`src/rtl/rgbw_fade_ctrl_pkg.sv`:
```
// rgbw_fade_ctrl shared types and constants.
// FSM encoding, duty width and prescaler width helper.
package rgbw_fade_ctrl_pkg;

  localparam int DUTY_W = 8;
  localparam int N_CH   = 4;

  typedef enum logic [1:0] {
    IDLE   = 2'd0,
    FADE   = 2'd1,
    FINISH = 2'd2
  } state_t;

  // STEP_DIV=1 still needs a 1-bit counter
  function automatic int presc_w(input int div);
    return (div > 1) ? $clog2(div) : 1;
  endfunction

endpackage

```
`src/rtl/rgbw_fade_ctrl_fade_step_unit.sv`:
```
// fade_step_unit: one channel's saturating step toward target.
// Ports: cur, tgt, step in; next out (combinational).
module fade_step_unit
  import rgbw_fade_ctrl_pkg::*;
(
  input  logic [DUTY_W-1:0] cur,
  input  logic [DUTY_W-1:0] tgt,
  input  logic [DUTY_W-1:0] step,
  output logic [DUTY_W-1:0] next
);

  logic [DUTY_W-1:0] gap;

  // gap is only used on the side where it is
  // non-negative, so cur+step / cur-step can
  // never leave 0..255 when gap > step.
  always_comb begin
    next = cur;
    gap  = '0;
    if (cur < tgt) begin
      gap  = tgt - cur;
      next = (gap > step) ? cur + step : tgt;
    end else if (cur > tgt) begin
      gap  = cur - tgt;
      next = (gap > step) ? cur - step : tgt;
    end
  end

endmodule

```
`src/rtl/rgbw_fade_ctrl.sv`:
```
// rgbw_fade_ctrl: linear RGBW duty fader for the PWM generator.
// Ports: clk, reset, ce, tgt0..3/tgt_valid/tgt_ready, abort,
//        duty0..3 (registered), busy, done (1-cycle pulse).
module rgbw_fade_ctrl
  import rgbw_fade_ctrl_pkg::*;
#(
  parameter int STEP_DIV  = 256,
  parameter int STEP_SIZE = 1
) (
  input  logic              clk,
  input  logic              reset,
  input  logic              ce,
  input  logic [DUTY_W-1:0] tgt0,
  input  logic [DUTY_W-1:0] tgt1,
  input  logic [DUTY_W-1:0] tgt2,
  input  logic [DUTY_W-1:0] tgt3,
  input  logic              tgt_valid,
  output logic              tgt_ready,
  input  logic              abort,
  output logic [DUTY_W-1:0] duty0,
  output logic [DUTY_W-1:0] duty1,
  output logic [DUTY_W-1:0] duty2,
  output logic [DUTY_W-1:0] duty3,
  output logic              busy,
  output logic              done
);

  localparam int PW = presc_w(STEP_DIV);
  localparam logic [PW-1:0] PMAX =
    PW'(STEP_DIV - 1);
  localparam logic [DUTY_W-1:0] STEP =
    DUTY_W'(STEP_SIZE);

  state_t state, state_nx;

  logic [PW-1:0]     presc;
  logic [DUTY_W-1:0] cur   [N_CH];
  logic [DUTY_W-1:0] tgt_q [N_CH];
  logic [DUTY_W-1:0] tgt_in[N_CH];
  logic [DUTY_W-1:0] nxt   [N_CH];

  logic tick;
  logic load;
  logic step_en;
  logic match_in;
  logic arrive;

  assign tgt_in[0] = tgt0;
  assign tgt_in[1] = tgt1;
  assign tgt_in[2] = tgt2;
  assign tgt_in[3] = tgt3;

  assign duty0 = cur[0];
  assign duty1 = cur[1];
  assign duty2 = cur[2];
  assign duty3 = cur[3];

  for (genvar i = 0; i < N_CH; i++) begin : g_ch
    fade_step_unit u_step (
      .cur  (cur[i]),
      .tgt  (tgt_q[i]),
      .step (STEP),
      .next (nxt[i])
    );
  end

  assign tick = ce && (presc == PMAX);

  // match_in: incoming set equals current duties
  // arrive:   the pending step lands every channel
  always_comb begin
    match_in = 1'b1;
    arrive   = 1'b1;
    for (int i = 0; i < N_CH; i++) begin
      if (tgt_in[i] != cur[i]) match_in = 1'b0;
      if (nxt[i] != tgt_q[i])  arrive   = 1'b0;
    end
  end

  always_comb begin
    state_nx  = state;
    tgt_ready = 1'b0;
    busy      = 1'b0;
    done      = 1'b0;
    load      = 1'b0;
    step_en   = 1'b0;
    unique case (state)
      IDLE: begin
        tgt_ready = 1'b1;
        if (tgt_valid) begin
          load     = 1'b1;
          state_nx = match_in ? FINISH : FADE;
        end
      end
      FADE: begin
        busy = 1'b1;
        // abort wins over a coincident tick
        if (abort) begin
          state_nx = FINISH;
        end else if (tick) begin
          step_en = 1'b1;
          if (arrive) state_nx = FINISH;
        end
      end
      FINISH: begin
        done     = 1'b1;
        state_nx = IDLE;
      end
      default: state_nx = IDLE;
    endcase
  end

  always_ff @(posedge clk) begin
    if (reset) begin
      state <= IDLE;
      presc <= '0;
      for (int i = 0; i < N_CH; i++) begin
        cur[i]   <= '0;
        tgt_q[i] <= '0;
      end
    end else begin
      state <= state_nx;
      if (load) begin
        presc <= '0;
        for (int i = 0; i < N_CH; i++)
          tgt_q[i] <= tgt_in[i];
      end else if (busy && ce) begin
        presc <= tick ? '0 : presc + PW'(1);
      end
      if (step_en) begin
        for (int i = 0; i < N_CH; i++)
          cur[i] <= nxt[i];
      end
    end
  end

endmodule

```
`config.mk`:
```
export PLATFORM = sky130hd
export DESIGN_NAME = rgbw_fade_ctrl
export DESIGN_NICKNAME = d
export VERILOG_FILES = /design/src/rtl/rgbw_fade_ctrl_pkg.sv /design/src/rtl/rgbw_fade_ctrl_fade_step_unit.sv /design/src/rtl/rgbw_fade_ctrl.sv
export SDC_FILE = /design/constraint.sdc
export NUM_CORES = 1
export LEC_CHECK = 0
export BUFFER_PORTS_ARGS = -buffer_cell sky130_fd_sc_hd__buf_2
export CELL_PAD_IN_SITES_DETAIL_PLACEMENT = 1
export CELL_PAD_IN_SITES_GLOBAL_PLACEMENT = 2
export CORE_MARGIN = 2
export CORE_UTILIZATION = 40
export DETAILED_ROUTE_END_ITERATION = 10
export MAX_ROUTING_LAYER = met4
export PLACE_DENSITY = 0.86
export SLEW_MARGIN = 20
export SYNTH_ARGS = -nofsm -noshare
export SYNTH_HDL_FRONTEND = slang
export SYNTH_SLANG_ARGS = --single-unit
export TNS_END_PERCENT = 10
```
`constraint.sdc`:
```
create_clock -name clk -period 8.9 [get_ports clk]
set_input_delay 1.78 -clock clk [delete_from_list [all_inputs] [get_ports clk]]
set_output_delay 1.78 -clock clk [all_outputs]
set_load 0.005 [all_outputs]
```
==> flow_summary.toml, run 1 <==
[placed_design]
dp.final_hpwl_um = 29700
portBuffers = 71
dp.cells = 1679
dp_worst_setup_slack_ps = 4120
dpl_cell_area_mm2 = 0.0108
gp_congestion = 0.946

[sta]
finalMaxSlewViolations = 0
worst_pin_slew_ps = 1090
min_period_ps = 4820
slew_headroom_pct = 27.2
fin_skew_ps = 14.8
post-route-period-util_pct = 54.2
final.setup.tns_ps = 0
setup_viol = 0
timing.final.hold_violations = 0
setup_ws_ps = 4080
fmax_mhz = 207
rsz0062_at_grt = "false"

[floorplan]
die_h_um = 165
boundaryPins = 72
die_x_um = 165
die-area_mm2 = 0.0273
start_util_pct = 41.0
core-area_mm2 = 0.0253
placementRows = 58

[detailed_routing]
viasPerCell = 6.31
vias = 10700
routed_wl_um = 38900
drtAntennaViolNets = 0
wl_per_cell_um = 23.0
drt_iter0_markers = 698
drt-pass1-iter-count = 5
drc = 0

[setup_path]
critPathLaunchType = "flip-flop"
crit_start = "cur[1][4]"
r2r_cells = 14
cp.required_ps = 9170
cp-end-kind = "flip-flop"
crit_arrival_ps = 5090
crit_type = "flip-flop to flip-flop"
cp_max_fo = 29
critPathCapture = "state[1]"
worstReg2RegEnd = "state[1]"
r2r-start = "cur[1][4]"
r2r_setup_slack_ps = 4080

[cts]
htreeDepth = 3
cts-root-buf = "clkbuf_16"
cts_hold_buf = 0
cts_tree = "done"
post_cts_buffers = 0
clk_pin_slew_ps = 80
cts_resized = 0
cts_sinks = 74
cts_made_buffers = 9
insertion_delay_ps = 360
clock_path_buffers = 2

[synth]
synthDistinctLibCells = 93
syn-cell-area_mm2 = 0.0104
syn-num-nets = 1474
synthCells = 1360
syn_area_per_cell_um2 = 7.64
synth_top_area_share_pct = 18.5
synth_seq_cells = 74
seq_area_frac_synth_pct = 20.4
synth_top_area_cell = "edfxtp_1"
synth.area.top_cells = "edfxtp_1, ha_1, xnor2_1, a21oi_1, nor2_1"
synth-main-ff-cell = "edfxtp_1"
synth_edf_count = 64
yosysWarningCount = 0
async_flop_share_pct = 0

[layout]
fin_nets = 1474
drive_above_1_share_pct = 10.2
instances_no_fill = 1695
diodes = 0
areaGrowthSynthToFinish_pct = 7.13
final_common_cell = "nor2_1"
seqCellArea_mm2 = 0.00212
most-common-layout-cells = "nor2_1, a21oi_1, nand2_1"
multi_input_area_mm2 = 0.00757
fillers = 3160
finalInstanceArea_mm2 = 0.0111

[run]
max_cap_viol_count = 0

[grt]
gr-total-overflow = 0
grt_pass1_vias = 10800
grtUsageTotal_pct = 29.7
grt_pass1_wl_um = 61700
grt_max_degree = 33
antenna_found_initial = 1

[power]
power_w = 0.00158
ir_worst_vdd_mv = 0.0783
power_density_mw_per_mm2 = 142
power_leakage_nw = 4.24

[hold_path]
min_path_cells = 2
hp-class = "flip-flop to flip-flop"

[status]
status = "complete, no violations"
[per-stage QoR]
step           util (%)  hold slack (ps)
6_report           44.0              484
5_1_grt            44.0              511
4_1_cts            44.0              483
3_5_place_dp       42.7              476
2_1_floorplan         -              453
3_3_place_gp       42.7              467
[critical path, cell delays in order (launching register included)]
cell       delay (ps)
edfxtp_1          660
clkinv_1          440
ha_1              670
nand4_1           380
a21oi_1           240
o211ai_1          130
nand4_1           100
buf_4             320
mux2_2            390
o22ai_2           120
nor2_1             70
o41ai_2           410
o2111a_1          270
a41oi_1           140
a2111oi_2         370
[synthesized netlist by cell type, types with 16 or more instances]
library cell	instances
a211oi_1	30
a21oi_1	101
a31oi_1	16
and2_1	35
buf_2	16
clkbuf_1	62
edfxtp_1	64
ha_1	69
inv_1	74
nand2_1	83
nand2b_1	22
nand3_1	59
nand4_1	27
nor2_1	132
nor2b_1	18
nor3_1	41
nor4_1	23
o211ai_1	35
o21ai_0	69
xnor2_1	76
xor2_1	27
[final cells by class]
cell class,instances,share of cell area (%)
Clock buffer,10,2.15
Clock inverter,6,0.652
Inverter,75,2.53
Multi-Input combinational cell,1119,68.0
Sequential cell,74,19.1
Tap cell,330,3.71
Timing Repair Buffer,81,3.87
[where the power goes]
group / switching [W] / internal, W
Clock: 0.000177 / 0.000228
Sequential: 0.0000601 / 0.000405
Combinational: 0.000447 / 0.000260
Total: 0.000684 / 0.000893
[routing by layer]
metal	vias to the layer above	track usage, %	routed length (um)
li1	5045	-	-
met3	55	5.44	2310
met2	315	47.2	17900
met4	0	8.02	940
met1	5277	38.9	17700
met5	-	-	0
[how the worst min path moves through the flow]
| stage | from | end | slack [ps] |
|---|---|---|---|
| final | presc[1] | presc[1] | 480 |
| after detailed placement | presc[1] | presc[1] | 480 |
| after CTS | presc[1] | presc[1] | 480 |
| after global placement | presc[1] | presc[1] | 470 |
| after global routing | presc[1] | presc[1] | 510 |
| after floorplan | presc[1] | presc[1] | 450 |
[logic make-up (layout without fill, tap and decap cells)]
kind of cell	count (synthesis)	in the layout	synth area share (%)
AOI/OAI and AO/OA	411	411	27.5
xor gates and xnor gates	103	103	8.68
adders and majority gates	77	77	9.85
buffers and inverters	167	172	6.86
DFF	74	74	20.4
muxes	15	15	1.48
and+or+nand+nor	513	513	25.2
[sequential cells by signal (all words and copies together) (netlist names)]
signal,cells
tgt_q,32
cur,32
state,2
presc,8
Note: power is estimated with default switching activity, not from simulation.
==> run 2: changes to the inputs <==
--- a/config.mk
+++ b/config.mk
@@ -9,10 +9,10 @@
 export CELL_PAD_IN_SITES_DETAIL_PLACEMENT = 1
 export CELL_PAD_IN_SITES_GLOBAL_PLACEMENT = 2
 export CORE_MARGIN = 2
-export CORE_UTILIZATION = 40
+export CORE_UTILIZATION = 37
 export DETAILED_ROUTE_END_ITERATION = 10
 export MAX_ROUTING_LAYER = met4
-export PLACE_DENSITY = 0.86
+export PLACE_DENSITY = 0.8
 export SLEW_MARGIN = 20
 export SYNTH_ARGS = -nofsm -noshare
 export SYNTH_HDL_FRONTEND = slang
==> constraint.sdc (replaced) <==
create_clock -name clk -period 4.56 [get_ports clk]
set_input_delay 0.912 -clock clk [delete_from_list [all_inputs] [get_ports clk]]
set_output_delay 0.912 -clock clk [all_outputs]
set_load 0.005 [all_outputs]
==> flow_summary.toml, run 2 (synthesized netlist as in run 1, its figures left out) <==
[setup_path]
critPathBufInv = 0
critPathLaunchType = "flip-flop"
r2r_cells = 13
crit_arrival_ps = 4590
cp.required_ps = 4820
path_delay_family = "compound AO/OA/AOI/OAI gates"
cp_max_fo = 6
worstReg2RegEnd = "state[1]"
critPathMaxStageDelay_ps = 600
r2r_setup_slack_ps = 230
cp_cell_sequence = "ha_1 > fa_1 > nand2b_1 > a21oi_1 > mux2_2 > nand3b_1 > nor2_2 > mux2i_1 > a211oi_1 > o2111ai_1 > nor4_2 > a41oi_1 > a2111oi_2"
r2r-start = "tgt_q[0][0]"
critPathSlowestCell = "a211oi_1"
crit_type = "flip-flop to flip-flop"
cp-end-kind = "flip-flop"

[sta]
post-route-period-util_pct = 95.0
min_period_ps = 4330
finalMaxSlewViolations = 0
rsz0062_at_grt = "false"
hold_slack_ps = 487
final.setup.tns_ps = 0
setup_viol = 0
setup_ws_ps = 227
fmax_mhz = 231
fin_skew_ps = 8.26
worst_pin_slew_ps = 945
timing.final.hold_violations = 0
slew_headroom_pct = 37.0

[placed_design]
dp.final_hpwl_um = 31500
portBuffers = 71
dp_worst_setup_slack_ps = 128
gp_congestion = 0.950
dp.cells = 1780

[hold_path]
min_from = "presc[1]"
hp-class = "flip-flop to flip-flop"
min_to = "presc[1]"
min_path_cells = 2

[layout]
drive_above_1_share_pct = 13.7
post-route-util_pct = 41.8
fillers = 3479
areaGrowthSynthToFinish_pct = 11.3
seqCellArea_mm2 = 0.00212
fin_nets = 1527
diodes = 0
most-common-layout-cells = "nor2_1, a21oi_1, nand2_1"
instances_no_fill = 1796
biggestRegsByFlops = "cur x32, tgt_q x32, presc x8"
final_common_cell = "nor2_1"
multi_input_area_mm2 = 0.00759

[floorplan]
die_h_um = 172
core-area_mm2 = 0.0277
boundaryPins = 72
die-area_mm2 = 0.0294
die_x_um = 172
start_util_pct = 37.5
placementRows = 61

[detailed_routing]
drtAntennaViolNets = 0
viasPerCell = 6.12
drt-pass1-iter-count = 5
wl_per_cell_um = 22.8
drc = 0
routed_wl_um = 41000
drt_iter0_markers = 855
vias = 11000

[grt]
antenna_found_initial = 0
grtUsageTotal_pct = 28.7
gr-total-overflow = 0
grt_max_degree = 33
grt_pass1_wl_um = 63600
grt_pass1_vias = 11000

[status]
status = "complete, no violations"

[power]
power_leakage_nw = 4.49
ir_worst_vdd_mv = 0.125
power_density_mw_per_mm2 = 266

[cts]
cts_sinks = 74
insertion_delay_ps = 360
htreeDepth = 3
clock_path_buffers = 2
cts_made_buffers = 9
clk_pin_slew_ps = 70
cts-root-buf = "clkbuf_16"
post_cts_buffers = 0
cts_tree = "done"

[run]
max_cap_viol_count = 0
## run 2: cell count changes in the layout (fill, tap and decap cells not counted), sizes merged
cell,delta
clkbuf,+1
buf,+53
inv,-2
bufinv,-1
clkinv,+2
## run 2: layer usage
layer  up-vias  GRT usage [%]  routed length [um]  share of wire (%)
met1      5482           38.2               19200                 47
met3        57           2.76                1770                4.3
met2       295           46.1               19000                 46
met4         0           8.95                1080                2.6
met5         -              -                   0                  0
li1       5149              -                   -                  -
## run 2: where the power goes
| part | switching, W | leakage (nW) | total (W) | internal [W] |
|---|---|---|---|---|
| Sequential | 0.0000664 | 0.730 | 0.000855 | 0.000788 |
| Clock | 0.000339 | 0.135 | 0.000722 | 0.000383 |
| Combinational | 0.000946 | 3.62 | 0.00150 | 0.000551 |
## run 2: worst max path at each step
stage	start	end	slack, ps	depth (start not counted)
floorplan	cur[1][2]	state[0]	640	16
global placement	tgt_q[0][4]	state[1]	180	12
detailed placement	tgt_q[0][0]	state[1]	130	13
CTS	tgt_q[0][0]	state[1]	130	13
global route	tgt_q[3][4]	state[1]	8	12
finish	tgt_q[0][0]	state[1]	230	13
## run 2: timing repair
item | 4_1_cts | 5_1_grt
endpoints found under the setup margin | 0 | 1
hold buffers | 0 | 0
gates resized for setup | 0 | 3
endpoints found under the hold margin | 0 | 0
## run 2: tightest hold or removal path: stages, from the launching register on
cell and delay (ps):
dfxtp_1 320, nand2_1 60, a21oi_1 60
## run 2: metrics by stage
stage / total power [W] / cell area, um2
after floorplan: 0.00186 / 10400
after global placement: 0.00232 / 11300
after detailed placement: 0.00233 / 11300
after CTS: 0.00305 / 11600
after global routing: 0.00324 / 11600
final: 0.00307 / 11600
## run 2: final cells by class
cell class,count,area share [%]
Inverter,75,2.43
Multi-Input combinational cell,1119,65.6
Timing Repair Buffer,134,7.16
Tap cell,378,4.09
Clock inverter,5,0.270
Clock buffer,11,2.10
Sequential cell,74,18.3
